[config.mk]
export PLATFORM = sky130hd
export DESIGN_NAME = amstrad_mem_arbiter_flat
export DESIGN_NICKNAME = d
export VERILOG_FILES = /design/src/rtl/amstrad_mem_arbiter_if.sv /design/src/rtl/amstrad_mem_arbiter.sv /design/src/flat_wrapper.sv
export SDC_FILE = /design/constraint.sdc
export NUM_CORES = 1
export LEC_CHECK = 0
export ABC_AREA = 1
export CAP_MARGIN = 20
export CORE_ASPECT_RATIO = 1.25
export CORE_MARGIN = 4
export CORE_UTILIZATION = 45
export CTS_CLUSTER_SIZE = 25
export DETAILED_ROUTE_END_ITERATION = 6
export PLACE_DENSITY = 0.93
export SKIP_LAST_GASP = 1
export SYNTH_ARGS = -nofsm -noshare
export SYNTH_HDL_FRONTEND = slang
export SYNTH_SLANG_ARGS = --single-unit
[constraint.sdc]
create_clock -name clk -period 4.6 [get_ports clk]
set_input_delay 0.92 -clock clk [delete_from_list [all_inputs] [get_ports clk]]
set_output_delay 0.92 -clock clk [all_outputs]
set_load 0.005 [all_outputs]
[src/rtl/amstrad_mem_arbiter_if.sv]
// Bundle of the arbiter's requester ports (video, CPU, DMA) and its RAM backend port.
// The slave modport is the arbiter; the master modport is its environment.
interface amstrad_mem_arbiter_if;
   logic        vid_req;
   logic [22:0] vid_addr;
   logic [15:0] vid_data;
   logic        vid_valid;
   logic        vid_overrun;

   logic        cpu_rd;
   logic        cpu_wr;
   logic [22:0] cpu_addr;
   logic [7:0]  cpu_dout;
   logic [7:0]  cpu_din;
   logic        cpu_wait;

   logic        dma_req;
   logic        dma_we;
   logic [22:0] dma_addr;
   logic [7:0]  dma_dout;
   logic [7:0]  dma_din;
   logic        dma_ack;

   logic        ram_req;
   logic        ram_we;
   logic [22:0] ram_addr;
   logic [7:0]  ram_dout;
   logic [15:0] ram_din;
   logic        ram_ack;

   modport slave (
      input  vid_req, vid_addr, cpu_rd, cpu_wr, cpu_addr, cpu_dout,
             dma_req, dma_we, dma_addr, dma_dout, ram_din, ram_ack,
      output vid_data, vid_valid, vid_overrun, cpu_din, cpu_wait,
             dma_din, dma_ack, ram_req, ram_we, ram_addr, ram_dout
   );

   modport master (
      output vid_req, vid_addr, cpu_rd, cpu_wr, cpu_addr, cpu_dout,
             dma_req, dma_we, dma_addr, dma_dout, ram_din, ram_ack,
      input  vid_data, vid_valid, vid_overrun, cpu_din, cpu_wait,
             dma_din, dma_ack, ram_req, ram_we, ram_addr, ram_dout
   );
endinterface

[src/rtl/amstrad_mem_arbiter.sv]
// Amstrad memory arbiter: one outstanding backend transaction shared by video fetch,
// CPU byte accesses and a DMA loader, with a starvation guard that promotes DMA.
module amstrad_mem_arbiter #(
   parameter int unsigned STARVE_MAX = 15
) (
   input  logic                 clk,
   input  logic                 reset,
   amstrad_mem_arbiter_if.slave bus
);

   typedef enum logic [0:0] {IDLE = 1'b0, BUSY = 1'b1} state_t;
   typedef enum logic [1:0] {OWN_VID = 2'd0, OWN_CPU = 2'd1, OWN_DMA = 2'd2} owner_t;

   localparam logic [3:0] STARVE_LIM = 4'(STARVE_MAX);

   // Backend returns a 16-bit word; byte requesters take the half chosen by address bit 0.
   function automatic logic [7:0] pick_byte(input logic [15:0] word, input logic odd);
      pick_byte = odd ? word[15:8] : word[7:0];
   endfunction

   state_t      state_q;
   owner_t      owner_q;
   logic        ram_req_q;
   logic        ram_we_q;
   logic [22:0] ram_addr_q;
   logic [7:0]  ram_dout_q;
   logic        vid_pend_q;
   logic [22:0] vid_addr_q;
   logic        vid_overrun_q;
   logic [15:0] vid_data_q;
   logic        vid_valid_q;
   logic        cpu_done_q;
   logic [7:0]  cpu_din_q;
   logic [7:0]  dma_din_q;
   logic        dma_ack_q;
   logic [3:0]  starve_q;
   logic [3:0]  starve_d;

   logic        cpu_act;
   logic        vid_want;
   logic        cpu_want;
   logic        dma_want;
   logic        grant_vid;
   logic        grant_cpu;
   logic        grant_dma;
   logic [22:0] vid_grant_addr;

   // Request qualification and priority selection for the current IDLE cycle.
   always_comb begin
      cpu_act        = bus.cpu_rd | bus.cpu_wr;
      vid_want       = vid_pend_q | bus.vid_req;
      cpu_want       = cpu_act & ~cpu_done_q;
      // dma_req is still high in the cycle dma_ack is shown; do not serve it twice
      dma_want       = bus.dma_req & ~dma_ack_q;
      vid_grant_addr = bus.vid_req ? bus.vid_addr : vid_addr_q;
      grant_vid      = 1'b0;
      grant_cpu      = 1'b0;
      grant_dma      = 1'b0;
      if (state_q == IDLE) begin
         if (dma_want && (starve_q == STARVE_LIM)) begin
            grant_dma = 1'b1;
         end else if (vid_want) begin
            grant_vid = 1'b1;
         end else if (cpu_want) begin
            grant_cpu = 1'b1;
         end else if (dma_want) begin
            grant_dma = 1'b1;
         end else begin
            grant_dma = 1'b0;
         end
      end else begin
         grant_vid = 1'b0;
      end
   end

   // Starvation counter next state: counts grants that bypass a waiting DMA.
   always_comb begin
      starve_d = starve_q;
      if (grant_dma) begin
         starve_d = 4'd0;
      end else if ((grant_vid | grant_cpu) && bus.dma_req && (starve_q != STARVE_LIM)) begin
         starve_d = starve_q + 4'd1;
      end else begin
         starve_d = starve_q;
      end
   end

   // Arbitration FSM, request bookkeeping and all registered outputs.
   always_ff @(posedge clk or posedge reset) begin
      if (reset) begin
         state_q       <= IDLE;
         owner_q       <= OWN_VID;
         ram_req_q     <= 1'b0;
         ram_we_q      <= 1'b0;
         ram_addr_q    <= 23'd0;
         ram_dout_q    <= 8'd0;
         vid_pend_q    <= 1'b0;
         vid_addr_q    <= 23'd0;
         vid_overrun_q <= 1'b0;
         vid_data_q    <= 16'd0;
         vid_valid_q   <= 1'b0;
         cpu_done_q    <= 1'b0;
         cpu_din_q     <= 8'd0;
         dma_din_q     <= 8'd0;
         dma_ack_q     <= 1'b0;
         starve_q      <= 4'd0;
      end else begin
         vid_valid_q <= 1'b0;
         dma_ack_q   <= 1'b0;
         starve_q    <= starve_d;

         // A granted video request is consumed; a later one waits again (latest address wins).
         if (grant_vid) begin
            vid_pend_q <= 1'b0;
         end else if (bus.vid_req) begin
            vid_pend_q <= 1'b1;
            vid_addr_q <= bus.vid_addr;
         end else begin
            vid_pend_q <= vid_pend_q;
         end
         if (bus.vid_req && vid_pend_q) begin
            vid_overrun_q <= 1'b1;
         end else begin
            vid_overrun_q <= vid_overrun_q;
         end

         if (!cpu_act) begin
            cpu_done_q <= 1'b0;
         end else begin
            cpu_done_q <= cpu_done_q;
         end

         case (state_q)
            IDLE: begin
               if (grant_vid) begin
                  owner_q    <= OWN_VID;
                  ram_addr_q <= vid_grant_addr;
                  ram_we_q   <= 1'b0;
                  ram_dout_q <= 8'd0;
                  ram_req_q  <= 1'b1;
                  state_q    <= BUSY;
               end else if (grant_cpu) begin
                  owner_q    <= OWN_CPU;
                  ram_addr_q <= bus.cpu_addr;
                  ram_we_q   <= bus.cpu_wr;
                  ram_dout_q <= bus.cpu_dout;
                  ram_req_q  <= 1'b1;
                  state_q    <= BUSY;
               end else if (grant_dma) begin
                  owner_q    <= OWN_DMA;
                  ram_addr_q <= bus.dma_addr;
                  ram_we_q   <= bus.dma_we;
                  ram_dout_q <= bus.dma_dout;
                  ram_req_q  <= 1'b1;
                  state_q    <= BUSY;
               end else begin
                  ram_req_q  <= 1'b0;
                  state_q    <= IDLE;
               end
            end
            BUSY: begin
               if (bus.ram_ack) begin
                  ram_req_q <= 1'b0;
                  state_q   <= IDLE;
                  case (owner_q)
                     OWN_VID: begin
                        vid_data_q  <= bus.ram_din;
                        vid_valid_q <= 1'b1;
                     end
                     OWN_CPU: begin
                        cpu_done_q <= 1'b1;
                        if (!ram_we_q) begin
                           cpu_din_q <= pick_byte(bus.ram_din, ram_addr_q[0]);
                        end else begin
                           cpu_din_q <= cpu_din_q;
                        end
                     end
                     OWN_DMA: begin
                        dma_ack_q <= 1'b1;
                        if (!ram_we_q) begin
                           dma_din_q <= pick_byte(bus.ram_din, ram_addr_q[0]);
                        end else begin
                           dma_din_q <= dma_din_q;
                        end
                     end
                     default: begin
                        ram_req_q <= 1'b0;
                     end
                  endcase
               end else begin
                  state_q <= BUSY;
               end
            end
            default: begin
               state_q   <= IDLE;
               ram_req_q <= 1'b0;
            end
         endcase
      end
   end

   assign bus.ram_req     = ram_req_q;
   assign bus.ram_we      = ram_we_q;
   assign bus.ram_addr    = ram_addr_q;
   assign bus.ram_dout    = ram_dout_q;
   assign bus.vid_data    = vid_data_q;
   assign bus.vid_valid   = vid_valid_q;
   assign bus.vid_overrun = vid_overrun_q;
   assign bus.cpu_din     = cpu_din_q;
   assign bus.dma_din     = dma_din_q;
   assign bus.dma_ack     = dma_ack_q;
   // The CPU stall must drop in the same cycle its strobe is withdrawn or satisfied.
   assign bus.cpu_wait    = cpu_act & ~cpu_done_q;

endmodule

[src/flat_wrapper.sv]
// flat-port wrapper written by rule: the top's interface ports become plain ports
module amstrad_mem_arbiter_flat 
#(
   parameter int unsigned STARVE_MAX = 15
)
  (clk, reset, bus_vid_req, bus_vid_addr, bus_cpu_rd, bus_cpu_wr, bus_cpu_addr, bus_cpu_dout, bus_dma_req, bus_dma_we, bus_dma_addr, bus_dma_dout, bus_ram_din, bus_ram_ack, bus_vid_data, bus_vid_valid, bus_vid_overrun, bus_cpu_din, bus_cpu_wait, bus_dma_din, bus_dma_ack, bus_ram_req, bus_ram_we, bus_ram_addr, bus_ram_dout);
  amstrad_mem_arbiter_if bus_i ();
  input  logic clk;
  input  logic reset;
  input wire logic [$bits(bus_i.vid_req)-1:0] bus_vid_req;
  input wire logic [$bits(bus_i.vid_addr)-1:0] bus_vid_addr;
  input wire logic [$bits(bus_i.cpu_rd)-1:0] bus_cpu_rd;
  input wire logic [$bits(bus_i.cpu_wr)-1:0] bus_cpu_wr;
  input wire logic [$bits(bus_i.cpu_addr)-1:0] bus_cpu_addr;
  input wire logic [$bits(bus_i.cpu_dout)-1:0] bus_cpu_dout;
  input wire logic [$bits(bus_i.dma_req)-1:0] bus_dma_req;
  input wire logic [$bits(bus_i.dma_we)-1:0] bus_dma_we;
  input wire logic [$bits(bus_i.dma_addr)-1:0] bus_dma_addr;
  input wire logic [$bits(bus_i.dma_dout)-1:0] bus_dma_dout;
  input wire logic [$bits(bus_i.ram_din)-1:0] bus_ram_din;
  input wire logic [$bits(bus_i.ram_ack)-1:0] bus_ram_ack;
  output wire logic [$bits(bus_i.vid_data)-1:0] bus_vid_data;
  output wire logic [$bits(bus_i.vid_valid)-1:0] bus_vid_valid;
  output wire logic [$bits(bus_i.vid_overrun)-1:0] bus_vid_overrun;
  output wire logic [$bits(bus_i.cpu_din)-1:0] bus_cpu_din;
  output wire logic [$bits(bus_i.cpu_wait)-1:0] bus_cpu_wait;
  output wire logic [$bits(bus_i.dma_din)-1:0] bus_dma_din;
  output wire logic [$bits(bus_i.dma_ack)-1:0] bus_dma_ack;
  output wire logic [$bits(bus_i.ram_req)-1:0] bus_ram_req;
  output wire logic [$bits(bus_i.ram_we)-1:0] bus_ram_we;
  output wire logic [$bits(bus_i.ram_addr)-1:0] bus_ram_addr;
  output wire logic [$bits(bus_i.ram_dout)-1:0] bus_ram_dout;
  assign bus_i.vid_req = bus_vid_req;
  assign bus_i.vid_addr = bus_vid_addr;
  assign bus_i.cpu_rd = bus_cpu_rd;
  assign bus_i.cpu_wr = bus_cpu_wr;
  assign bus_i.cpu_addr = bus_cpu_addr;
  assign bus_i.cpu_dout = bus_cpu_dout;
  assign bus_i.dma_req = bus_dma_req;
  assign bus_i.dma_we = bus_dma_we;
  assign bus_i.dma_addr = bus_dma_addr;
  assign bus_i.dma_dout = bus_dma_dout;
  assign bus_i.ram_din = bus_ram_din;
  assign bus_i.ram_ack = bus_ram_ack;
  assign bus_vid_data = bus_i.vid_data;
  assign bus_vid_valid = bus_i.vid_valid;
  assign bus_vid_overrun = bus_i.vid_overrun;
  assign bus_cpu_din = bus_i.cpu_din;
  assign bus_cpu_wait = bus_i.cpu_wait;
  assign bus_dma_din = bus_i.dma_din;
  assign bus_dma_ack = bus_i.dma_ack;
  assign bus_ram_req = bus_i.ram_req;
  assign bus_ram_we = bus_i.ram_we;
  assign bus_ram_addr = bus_i.ram_addr;
  assign bus_ram_dout = bus_i.ram_dout;
  amstrad_mem_arbiter #(.STARVE_MAX(STARVE_MAX)) u_core (.clk(clk), .reset(reset), .bus(bus_i));
endmodule
# Yosys cells after proc, flatten, opt, wreduce, memory -nomap -nowiden
# Cells that the tools add are included.
[totals]
regBits = 100
in_bits = 109
output_inout_bits = 69
word_cells = 90
[classes]
n_addsub = 1
n_eq_ne = 5
mux = 47
n_bitwise = 9
reduce_logical = 12
[ops]
columns = ["operator", "count"]
rows = [
  ["two-way mux 23 bit", 4],
  ["two-way mux 1 bit", 32],
  ["two-way mux 8 bit", 4],
  ["two-way mux 4 bit", 2],
  ["AND reduction 4 bit", 2],
  ["two-way mux 2 bit", 3],
  ["adder 4 x 1 -> 4 bit (second input constant)", 1],
  ["== test 4 bit (second input constant)", 1],
  ["logical AND 1 bit", 4],
  ["inequality test 4 bit (second input constant)", 1],
  ["NOT 1 bit", 4],
  ["case mux 1 bit (2 select lines)", 2],
  ["nonzero test 2 bit", 2],
  ["OR 1 bit", 3],
  ["AND reduction 3 bit", 1],
  ["nonzero test 3 bit", 1],
  ["bitwise AND 1 bit", 2],
  ["== test 2 x 1 -> 1 bit (second input constant)", 1],
  ["== test 2 bit (second input constant)", 1],
  ["logical NOT 2 bit", 1],
  ["inequality test 2 bit (second input constant)", 1],
  ["AND reduction 2 bit", 1],
]

# Depth between registers and ports, before layout
[logic_depth]
depth_word = 11
mapped_depth = 11
ltp_nobuf = 10

# Least setup slack after synthesis
# OpenSTA, ideal clock, no wires.
[synth_timing]
path_type = "in2out"
from = "input port bus_cpu_wr"
to = "output port bus_cpu_wait"
t_arrival_ps = 1100
t_required_ps = 3680
setup_slack_ps = 2580
path_stages = 2
n_path_buf = 0
cell_sequence = "nor2_1 -> nor2_1"
[synth_between]
elab_chain_len = 2
[synth_rtl]
columns = ["element", "line_no", "rtl"]
rows = [
  ["from (decl)", "flat_wrapper.sv:13", "input wire logic [$bits(bus_i.cpu_wr)-1:0] bus_cpu_wr;"],
  ["OR 1 bit", "amstrad_mem_arbiter.sv:50", "cpu_act = bus.cpu_rd | bus.cpu_wr;"],
  ["bitwise AND 1 bit", "amstrad_mem_arbiter.sv:213", "assign bus.cpu_wait = cpu_act & ~cpu_done_q;"],
  ["to (decl)", "flat_wrapper.sv:26", "output wire logic [$bits(bus_i.cpu_wait)-1:0] bus_cpu_wait;"],
]
# No other way between the ends.

# Worst setup path after layout
[layout_timing]
from = "input port bus_dma_req"
to = "register u_core.ram_addr_q[19] (netlist: u_core.bus.ram_addr[19])"
[layout_between]
elab_chain_len = 8
elab_cells_between_ends = 15
cone_classes = "11 x mux; 1 x bitwise; 3 x reduce/logical"
[layout_rtl]
columns = ["element", "line_no", "rtl"]
rows = [
  ["from (decl)", "flat_wrapper.sv:16", "input wire logic [$bits(bus_i.dma_req)-1:0] bus_dma_req;"],
  ["bitwise AND 1 bit (*)", "amstrad_mem_arbiter.sv:54", "dma_want = bus.dma_req & ~dma_ack_q;"],
  ["two-way mux 1 bit", "amstrad_mem_arbiter.sv:66", "end else if (dma_want) begin"],
  ["two-way mux 1 bit", "amstrad_mem_arbiter.sv:64", "end else if (cpu_want) begin"],
  ["two-way mux 1 bit", "amstrad_mem_arbiter.sv:62", "end else if (vid_want) begin"],
  ["two-way mux 1 bit", "amstrad_mem_arbiter.sv:60", "if (dma_want && (starve_q == STARVE_LIM)) begin"],
  ["two-way mux 1 bit", "amstrad_mem_arbiter.sv:59", "if (state_q == IDLE) begin"],
  ["nonzero test 3 bit (no source line)", "n/a", ""],
  ["AND reduction 2 bit (no source line)", "n/a", ""],
  ["to (signal assigned)", "amstrad_mem_arbiter.sv:137", "ram_addr_q <= vid_grant_addr;"],
  ["to (signal assigned)", "amstrad_mem_arbiter.sv:144", "ram_addr_q <= bus.cpu_addr;"],
  ["to (signal assigned)", "amstrad_mem_arbiter.sv:151", "ram_addr_q <= bus.dma_addr;"],
  ["to (decl)", "amstrad_mem_arbiter.sv:25", "logic [22:0] ram_addr_q;"],
]
# Every way passes the cells marked *; elsewhere a longest branch is shown, timed or not.
# A chain may end at the register's enable or synchronous reset.

==> impl_metrics.csv <==
group,metric,value,unit
outcome,status,"finished clean",
synth,syn_area,4900,um2
min_path,hold_start,"u_core.bus.ram_dout[3]",
synth,ys_seq_area_share,51.0,%
drt,via_per_inst,5.36,
drt,drcViolationCount,0,
sta,period_minus_slack,3.26,ns
pwr,p_switching,1560,uW
sta,maxSlewViolCount,0,
final_layout,syn2layout_area_growth,41.9,%
drt,ant_nets,0,
synth,postSynthAreaPerCell,8.48,um2
clock_tree,cts_buffers,9,
clock_tree,cts_tree,"built",
pwr,p_per_area,599,nW/um2
min_path,min_to,"u_core.bus.ram_dout[3]",
pwr,sequentialPowerShare,38.2,%
worst_setup_path,crit-reg2reg-launch,"u_core.starve_q[0]",
final_layout,nets,848,
synth,post-synth-top-count-cell,"nand2_1",
clock_tree,cts-resized-gates,0,
pwr,swShare,37.3,%
synth,synth-edff-count,0,
final_layout,multiInputGateArea,2100,um2
worst_setup_path,r2r_cells,9,
sta,fin_skew,0.00744,ns
grt,grtUsageTotal,22.2,%
synth,synth.distinct_cells,33,
worst_setup_path,cp.required,4.83,ns
pwr,pwr-share-clk,17.2,%
place,place_hpwl,10.4,mm
sta,grt_setup_unrepaired,"false",
drt,vias,4690,
clock_tree,cts_setup_buffers,0,
synth,ys_top_cells_by_area,"dfrtp_1, nand2_1, nand3_1",
final_layout,nFillCells,855,
place,placed_area,6680,um2
worst_setup_path,timing.rr.end,"u_core.bus.ram_addr[19]",
synth,syn_inst,578,
synth,syn_nets,688,
sta,setup_viol,0,
pwr,ir_drop,0.000275,V
clock_tree,h-tree-depth,3,
floorplanning,die_area,12600,um2
drt,drt_iter0_markers,249,
clock_tree,ctsHoldBuffers,0,
clock_tree,clock-sinks,100,
synth,ys_seq_elements,100,
synth,yosysWarnings,0,
min_path,hold_depth,2,
final_layout,antennaDiodeCount,0,
clock_tree,cts_buffer_depth,2,
sta,worstMarginPinSlew,0.976,ns
floorplanning,start_util,46.2,%
drt,wl_per_cell,16.1,um
sta,slew_headroom,34.9,%
min_path,hold_class,"reg2reg",
floorplanning,die_h,125,um
synth,async_flop_share,100,%
clock_tree,cts_root_buf,"clkbuf_16",
final_layout,fin_area,6960,um2
worst_setup_path,r2r_slack,1.66,ns
synth,synth_top_area_share,51.0,%
pwr,total_power,4170,uW
pwr,total_leakage_power,0.00329,uW
drt,wl,14.1,mm
pwr,comb_power_share,44.6,%
floorplanning,ioPinCount,178,
final_layout,final-seq-area,2500,um2
worst_setup_path,path_max_fanout,69,
sta,fmax,307,MHz
final_layout,drive_above_1_share,7.00,%
worst_setup_path,cp-end-kind,"flop",
sta,finalCritPeriodShare,70.8,%
synth,synth_largest_area_cell,"dfrtp_1",
synth,ys.flop_type,"dfrtp_1",
grt,grt_pass1_vias,4842,
run,drv_cap,0,
grt,antenna_found_initial,0,
worst_setup_path,cp.arrival,3.49,ns
sta,finalSetupTns,0,ns
place,io_buffer_count,177,
worst_setup_path,crit_type,"in2reg",
grt,grt_max_degree,72,
worst_setup_path,worstSetupStartpointType,"input port",
grt,gr-total-overflow,0,
floorplanning,coreArea,10600,um2
synth,synthTopCellsByCount,"nand2_1, dfrtp_1, nand3_1",
clock_tree,clock_latency,0.34,ns
pwr,internal_power,2610,uW
place,gp_congestion,0.863,
clock_tree,clkTransAtPathRegs,0.07,ns
sta,finalHoldViolations,0,
drt,drt_first_pass_iters,5,
floorplanning,fp.dieW,101,um
floorplanning,placementRows,42,
grt,grt_pass1_wl,22.5,mm
-- worst max-delay path by stage --
stage	slack, ns	to	cells past startpoint	from
finish	1.34	u_core.bus.ram_addr[19]	9	bus_dma_req
detailed placement	1.01	u_core.bus.ram_addr[13]	9	bus_dma_req
global placement	1.12	u_core.bus.ram_addr[21]	9	bus_dma_req
global route	1.10	u_core.bus.ram_addr[4]	9	bus_dma_req
floorplan	1.06	u_core.bus.cpu_din[0]	1	reset
CTS	1.37	u_core.bus.ram_addr[22]	9	bus_dma_req
-- worst max-delay path, stage by stage --
cell and delay [ns]:
clkdlybuf4s50_1 0.42, inv_1 0.06, nor2_1 0.07, nand2_4 0.35, nand3_4 0.42, inv_2 0.87
nand2_1 0.16, nand3_1 0.13, nand2_1 0.05
-- layer usage --
layer  track usage [%]  up-vias  part of all wire, %
li1                  -     2199                    -
met1              25.6     2235                   38
met2              38.5      224                   51
met3              5.66       32                  8.1
met4              8.84        0                  2.7
met5                 0        -                    0
-- layout by cell type, fill, tap and decap left out, types with 4 or more instances in the layout --
cell               n
inv_2              5
mux2_2             8
buf_4              4
dfrtp_1          100
clkbuf_16          9
o21ai_0           32
mux2i_1           23
clkdlybuf4s50_1  176
nand2_2            4
nand2_1          213
o21ai_1           18
inv_1             22
nand3_1           94
-- through the flow --
step	worst slack [ns]	util [%]	hold slack (ns)	cells
2_1_floorplan	1.06	-	0.451	578
6_report	1.34	65.6	0.477	875
3_3_place_gp	1.12	62.9	0.444	859
3_5_place_dp	1.01	62.9	0.444	859
5_1_grt	1.10	65.6	0.486	875
4_1_cts	1.37	65.6	0.470	875
-- layout make-up --
class	instances	share of cell area, %
inverters	29	1.64
repair buffers	181	25.8
flip-flops and latches	100	36.0
multi-input cells	417	30.2
well taps	132	2.37
clock buffers	12	3.69
clock inverters	4	0.342
-- flip-flops by register name, summed over array words and instances, names as in the netlist, 2 cells and up --
register and cells:
u_core.bus.dma_din 8, u_core.starve_q 4, u_core.bus.ram_dout 8, u_core.bus.ram_addr 23, u_core.vid_addr_q 23, u_core.owner_q 2, u_core.bus.vid_data 16, u_core.bus.cpu_din 8
-- cells by family (layout without fill, tap and decap cells) --
| family | Yosys count | count (layout) | synth area share (%) |
|---|---|---|---|
| flip-flops | 100 | 100 | 51.0 |
| XOR/XNOR | 1 | 1 | 0.179 |
| adder cells (fa/ha/maj) | 1 | 1 | 0.255 |
| AND/OR/NAND/NOR | 328 | 328 | 29.9 |
| AO/OA/AOI/OAI | 56 | 56 | 5.97 |
| buffers and inverters | 61 | 226 | 6.10 |
| multiplexers | 31 | 31 | 6.53 |
-- power by group through the flow --
stage	logic, uW	registers (uW)	clock network (uW)
CTS	1890	1590	724
floorplan	1010	1550	0
detailed placement	1880	1600	0
global placement	1790	1570	0
global route	2080	1640	762
finish	1860	1590	717
Note: power is estimated with default switching activity, not from simulation.
